$ cat src/rtl/jt1943_pkg.sv
// Shared types and defaults for the 1943 ROM download path.
package jt1943_pkg;

  localparam logic [21:0] PROM_START_DEF = 22'h1F_0000;
  localparam int          PROM_NUM_DEF   = 12;

  localparam logic [1:0] MASK_NONE = 2'b11;
  localparam logic [1:0] MASK_EVEN = 2'b10;
  localparam logic [1:0] MASK_ODD  = 2'b01;

  typedef struct packed {
    logic [21:0] addr;
    logic [7:0]  data;
  } prog_entry_t;

  typedef enum logic [0:0] {
    ST_IDLE = 1'b0,
    ST_WAIT = 1'b1
  } state_t;

  // Byte lanes are disabled active-high: keep the lane that the byte belongs to.
  function automatic logic [1:0] lane_mask(input logic addr_lsb);
    return addr_lsb ? MASK_ODD : MASK_EVEN;
  endfunction

endpackage

$ cat src/rtl/jt1943_prog_loader_fifo.sv
// Two-entry FIFO of {addr, data} download bytes; full/empty come from a registered count.
module jtframe_fifo2
  import jt1943_pkg::*;
(
  input  logic        clk,
  input  logic        rst,
  input  logic        push,
  input  prog_entry_t din,
  input  logic        pop,
  output prog_entry_t dout,
  output logic        full,
  output logic        empty
);

  prog_entry_t mem [2];
  logic        wr_ptr;
  logic        rd_ptr;
  logic [1:0]  count;
  logic        do_push;
  logic        do_pop;

  assign full  = (count == 2'd2);
  assign empty = (count == 2'd0);
  assign dout  = mem[rd_ptr];

  // A push into a full FIFO is only accepted when the head leaves in the same cycle.
  always_comb begin
    do_pop  = pop & ~empty;
    do_push = push & (~full | do_pop);
  end

  // Storage, pointers and occupancy
  always_ff @(posedge clk) begin
    if (rst) begin
      wr_ptr <= 1'b0;
      rd_ptr <= 1'b0;
      count  <= 2'd0;
      mem[0] <= '0;
      mem[1] <= '0;
    end else begin
      if (do_push) begin
        mem[wr_ptr] <= din;
        wr_ptr      <= ~wr_ptr;
      end
      if (do_pop) begin
        rd_ptr <= ~rd_ptr;
      end
      case ({do_push, do_pop})
        2'b10:   count <= count + 2'd1;
        2'b01:   count <= count - 2'd1;
        default: count <= count;
      endcase
    end
  end

endmodule

$ cat src/rtl/jt1943_prog_loader.sv
// Splits the ioctl download stream into SDRAM write requests and on-chip PROM load strobes.
module jt1943_prog_loader
  import jt1943_pkg::*;
#(
  parameter logic [21:0] PROM_START = PROM_START_DEF,
  parameter int          PROM_NUM   = PROM_NUM_DEF,
  parameter logic [21:0] SDRAM_OFF  = 22'h0
) (
  input  logic                clk,
  input  logic                rst,
  input  logic                downloading,
  input  logic [21:0]         ioctl_addr,
  input  logic [7:0]          ioctl_data,
  input  logic                ioctl_wr,
  output logic [21:0]         prog_addr,
  output logic [7:0]          prog_data,
  output logic [1:0]          prog_mask,
  output logic                prog_we,
  input  logic                prog_ack,
  output logic [PROM_NUM-1:0] prom_we,
  output logic [7:0]          prom_addr,
  output logic [7:0]          prom_data,
  output logic                load_done,
  output logic                overflow
);

  localparam logic [PROM_NUM-1:0] PROM_ONE = {{(PROM_NUM-1){1'b0}}, 1'b1};

  state_t              state;
  state_t              next_state;
  logic                wr_valid;
  logic                in_prom;
  logic [13:0]         prom_idx;
  logic                prom_hit;
  logic [PROM_NUM-1:0] prom_we_next;
  logic                push_req;
  logic                issue;
  logic                release_req;
  logic                fifo_full;
  logic                fifo_empty;
  prog_entry_t         fifo_head;
  prog_entry_t         fifo_in;
  logic                dl_d;
  logic                done_latch;
  logic                done_cond;

  // Address decode: SDRAM bytes go to the FIFO, PROM bytes become a one-hot strobe.
  always_comb begin
    wr_valid = downloading & ioctl_wr;
    in_prom  = (ioctl_addr >= PROM_START);
    prom_idx = 14'((ioctl_addr - PROM_START) >> 8);
    push_req = wr_valid & ~in_prom;
    prom_hit = wr_valid & in_prom & (prom_idx < 14'(PROM_NUM));
    fifo_in  = '{addr: ioctl_addr, data: ioctl_data};
    if (prom_hit) begin
      prom_we_next = PROM_ONE << prom_idx;
    end else begin
      prom_we_next = '0;
    end
  end

  jtframe_fifo2 u_fifo (
    .clk   (clk),
    .rst   (rst),
    .push  (push_req),
    .din   (fifo_in),
    .pop   (issue),
    .dout  (fifo_head),
    .full  (fifo_full),
    .empty (fifo_empty)
  );

  // FSM state register
  always_ff @(posedge clk) begin
    if (rst) begin
      state <= ST_IDLE;
    end else begin
      state <= next_state;
    end
  end

  // FSM next state
  always_comb begin
    next_state = state;
    case (state)
      ST_IDLE: begin
        if (!fifo_empty) next_state = ST_WAIT;
        else             next_state = ST_IDLE;
      end
      ST_WAIT: begin
        if (prog_ack) next_state = ST_IDLE;
        else          next_state = ST_WAIT;
      end
      default: next_state = ST_IDLE;
    endcase
  end

  // FSM actions; ack outside WAIT is ignored
  always_comb begin
    issue       = 1'b0;
    release_req = 1'b0;
    case (state)
      ST_IDLE: issue       = ~fifo_empty;
      ST_WAIT: release_req = prog_ack;
      default: begin
        issue       = 1'b0;
        release_req = 1'b0;
      end
    endcase
  end

  // SDRAM request registers, held stable while waiting for ack
  always_ff @(posedge clk) begin
    if (rst) begin
      prog_addr <= 22'h0;
      prog_data <= 8'h00;
      prog_mask <= MASK_NONE;
      prog_we   <= 1'b0;
    end else if (issue) begin
      prog_addr <= (fifo_head.addr >> 1) + SDRAM_OFF;
      prog_data <= fifo_head.data;
      prog_mask <= lane_mask(fifo_head.addr[0]);
      prog_we   <= 1'b1;
    end else if (release_req) begin
      prog_we   <= 1'b0;
      prog_mask <= MASK_NONE;
    end
  end

  // PROM strobe and sticky overflow
  always_ff @(posedge clk) begin
    if (rst) begin
      prom_we   <= '0;
      prom_addr <= 8'h00;
      prom_data <= 8'h00;
      overflow  <= 1'b0;
    end else begin
      prom_we <= prom_we_next;
      if (prom_hit) begin
        prom_addr <= ioctl_addr[7:0];
        prom_data <= ioctl_data;
      end
      if (push_req && fifo_full && !issue) begin
        overflow <= 1'b1;
      end
    end
  end

  // Done fires as the last request is acked (or right away if nothing is queued).
  always_comb begin
    done_cond = done_latch & fifo_empty & ~push_req & ~issue & (next_state == ST_IDLE);
  end

  // Download-end latch and load_done pulse
  always_ff @(posedge clk) begin
    if (rst) begin
      dl_d       <= 1'b0;
      done_latch <= 1'b0;
      load_done  <= 1'b0;
    end else begin
      dl_d      <= downloading;
      load_done <= done_cond;
      if (dl_d && !downloading) begin
        done_latch <= 1'b1;
      end else if (done_cond) begin
        done_latch <= 1'b0;
      end
    end
  end

endmodule
$ cat config.mk
export PLATFORM = sky130hd
export DESIGN_NAME = jt1943_prog_loader
export DESIGN_NICKNAME = d
export VERILOG_FILES = /design/src/rtl/jt1943_pkg.sv /design/src/rtl/jt1943_prog_loader_fifo.sv /design/src/rtl/jt1943_prog_loader.sv
export SDC_FILE = /design/constraint.sdc
export NUM_CORES = 1
export LEC_CHECK = 0
export BUFFER_PORTS_ARGS = -buffer_cell sky130_fd_sc_hd__buf_2
export CORE_MARGIN = 10
export CORE_UTILIZATION = 50
export CTS_CLUSTER_SIZE = 25
export DETAILED_ROUTE_END_ITERATION = 10
export PLACE_DENSITY = 0.73
export SLEW_MARGIN = 20
export SYNTH_ARGS = -nofsm -noshare
export SYNTH_HDL_FRONTEND = slang
export SYNTH_HIERARCHICAL = 1
export SYNTH_SLANG_ARGS = --single-unit
$ cat constraint.sdc
create_clock -name clk -period 4.4 [get_ports clk]
set_input_delay 0.88 -clock clk [delete_from_list [all_inputs] [get_ports clk]]
set_output_delay 0.88 -clock clk [all_outputs]
set_load 0.005 [all_outputs]
==> flow_summary_export.csv <==
group,metric,value,unit
routing,routed_via_density,5.10,
floorplanning,rows,37,
synthesis,synth_area,5220,um^2
floorplanning,core-area,10200,um^2
finish,final_cell_mix,"buf_2 (96), dfxtp_1 (70), nand2_1 (64)",
synthesis,syn_inst,458,
finish,syn_to_final_growth,22.1,%
routing,routed_wl,11500,um
synthesis,synth_edf_count,60,
sta,finClkSkew,0.00697,ns
power,total_power,2.81,mW
cts,ctsHoldBuffers,0,
synthesis,syn_area_per_cell,11.4,um^2
sta,fin_crit,2.80,ns
finish,antenna_cells,0,
worst_setup_path,max_stage_delay,0.74,ns
min_path,whs_path_depth,2,
cts,h-tree-depth,4,
synthesis,ys_async_sr_fraction,0,
routing,postRouteAntennaNets,0,
worst_setup_path,crit_chain,"nor2_1 > or2_2 > inv_1 > nor3b_4 > nand2b_1 > o21bai_4",
synthesis,ys_seq_area_frac,0.613,
global_routing,grt_max_degree,36,
floorplanning,start_util,0.511,
min_path,hp-start,"prog_addr[12]",
synthesis,synth.distinct_cells,46,
worst_setup_path,crit_arrival,2.93,ns
cts,cts_resized,0,
sta,worst_pin_slew,0.920,ns
sta,setup_tns,0,ns
cts,clk_pin_slew,0.06,ns
global_routing,grt_pass1_wl,18500,um
cts,cts_root_buffer,"clkbuf_8",
worst_setup_path,end_kind,"flip-flop",
finish,final_util,0.623,
worst_setup_path,reg2reg_depth,6,
global_routing,antenna_found_initial,0,
floorplanning,die-area,14900,um^2
synthesis,ys_ff_latch,130,
global_routing,overflow,0,
place,port_buffers,96,
finish,nNetsFinal,588,
worst_setup_path,rr_startpoint,"u_fifo/count[0]",
floorplanning,io_pins,98,
cts,cts_buffers,17,
global_routing,grt_pass1_vias,3750,
synthesis,yosysWarnings,6,
status,outcome,"finished, final reports clean",
worst_setup_path,worstPathMaxFanout,32,
finish,layout-drive-gt1-share,0.307,
routing,routedWlPerCell,16.4,um
routing,first_iter_violations,236,
routing,num_vias,3571,
global_routing,use_met1,0.171,
synthesis,synthFlopType,"dfxtp_1",
floorplanning,die_w,122,um
global_routing,grt_use_met3,0.0569,
power,power_density,441,nW/um^2
cts,cts_tree,"built",
sta,maxSlewHeadroom,0.385,
place,place.gp.congestion,0.845,
flow_run,drv_cap,0,
cts,clock-sinks,130,
worst_setup_path,critPathTopFamily,"simple AND/OR/NAND/NOR gates",
min_path,hold_path_class,"reg2reg",
global_routing,grt-busiest-layer,"met2",
sta,final_max_slew_viol_count,0,
synthesis,synthesis.nets,495,
worst_setup_path,cp.required,4.53,ns
finish,final_common_cell,"buf_2",
cts,clockBufferDepth,2,
cts,cts_setup_buffers,0,
sta,fmax,357,MHz
worst_setup_path,slowest_stage,"o21bai_4",
routing,dr.pass1.iters,4,
floorplanning,die_y,122,um
power,ir_worst_vdd,0.284,mV
sta,setup_viol,0,
worst_setup_path,timing.setup.critical_path_class,"reg2reg",
global_routing,track_usage,0.157,
worst_setup_path,rrSetupSlack,1.60,ns
place,dp_hpwl,7730,um
power,power.leakage,2.73,nW
global_routing,use_met2,0.273,
sta,hold_viol,0,
finish,nFillCells,821,
routing,drc,0,
sta,period_share,0.636,
worst_setup_path,start_kind,"flip-flop",
sta,rsz0062_at_grt,"false",
min_path,worst_hold_path.endpoint,"prog_addr[12]",
worst_setup_path,crit_buf_inv,1,
worst_setup_path,r2r_end,"u_fifo/mem[0][16]",
cts,clk_latency,0.51,ns
[area by class of cell]
class / instances / area [um^2] / share of cell area
Inverter: 4 / 15.0 / 0.00235
Tap cell: 136 / 170 / 0.0267
Multi-Input combinational cell: 297 / 1890 / 0.297
Clock buffer: 21 / 482 / 0.0755
Sequential cell: 130 / 3200 / 0.502
Timing Repair Buffer: 101 / 518 / 0.0812
Clock inverter: 11 / 97.6 / 0.0153
[sequential cells by signal, indices dropped and copies added, names as in the netlist, named ones only]
| register | cells |
|---|---|
| u_fifo/mem | 60 |
| prom_addr | 8 |
| u_fifo/wr_ptr | 1 |
| u_fifo/count | 2 |
| prog_data | 8 |
| prog_we | 1 |
| u_fifo/rd_ptr | 1 |
| prom_we | 12 |
| prog_mask | 2 |
| state | 1 |
| load_done | 1 |
| done_latch | 1 |
| prog_addr | 21 |
| prom_data | 8 |
| overflow | 1 |
| dl_d | 1 |
[kinds of logic after synthesis]
kind of cell	Yosys count	share of synthesized area
compound gates	47	0.0489
xor+xnor	2	0.00335
fa+ha+maj	2	0.00479
buf+inv	31	0.0283
flops	130	0.613
mux	48	0.100
other cells	1	0.000718
simple gates	197	0.201
[Yosys cell counts, types with 4 or more instances]
cell	n	area [um^2]
dfxtp_1	70	1400
nor3_1	5	25.0
nand2_1	64	240
nand3_1	4	20.0
mux2_2	30	338
nor2_1	34	128
clkbuf_2	6	30.0
and2_1	60	375
nor2b_1	5	31.3
edfxtp_1	60	1800
inv_1	4	15.0
buf_2	4	20.0
mux2i_1	17	170
clkbuf_1	14	52.6
nand2b_1	4	25.0
a21oi_1	35	175
[through the flow]
| step | worst slack, ns | hold WS [ns] | cell area, um^2 | std cells |
|---|---|---|---|---|
| global placement | 1.33 | 0.442 | 5800 | 668 |
| detailed placement | 1.27 | 0.446 | 5800 | 668 |
| global route | 1.43 | 0.477 | 6380 | 700 |
| CTS | 1.57 | 0.454 | 6380 | 700 |
| finish | 1.60 | 0.452 | 6380 | 700 |
| floorplan | 0.824 | 0.453 | 5220 | 458 |
[routing by layer]
metal / wire length (um) / vias to the layer above
met5: 0 / -
met4: 208 / 0
met3: 738 / 20
met2: 5850 / 98
met1: 4660 / 1705
li1: - / 1748
[tightest hold or removal path: cells and delay by family, from the launching register on]
| family | cells | cell delay [ns] |
|---|---|---|
| compound gates | 1 | 0.05 |
| flops | 1 | 0.31 |
| simple gates | 1 | 0.05 |
[report_power, final]
part	switching (mW)	leakage, nW	total, mW	internal (mW)
clock	0.514	0.281	1.35	0.831
combinational	0.0886	1.27	0.145	0.0567
sequential	0.0157	1.19	1.32	1.30
[how the worst max path moves through the flow]
| stage | start | end | slack (ns) | depth (start not counted) |
|---|---|---|---|---|
| final | u_fifo/count[0] | u_fifo/mem[0][16] | 1.60 | 6 |
| after global routing | u_fifo/count[0] | u_fifo/mem[0][27] | 1.43 | 6 |
| after CTS | u_fifo/count[0] | u_fifo/mem[0][27] | 1.57 | 6 |
| after detailed placement | ioctl_addr[16] | u_fifo/mem[0][21] | 1.27 | 6 |
| after global placement | ioctl_addr[16] | u_fifo/mem[1][23] | 1.33 | 7 |
| after floorplan | u_fifo/count[0] | u_fifo/mem[0][0] | 0.82 | 8 |
(Power assumes the default switching activity.)
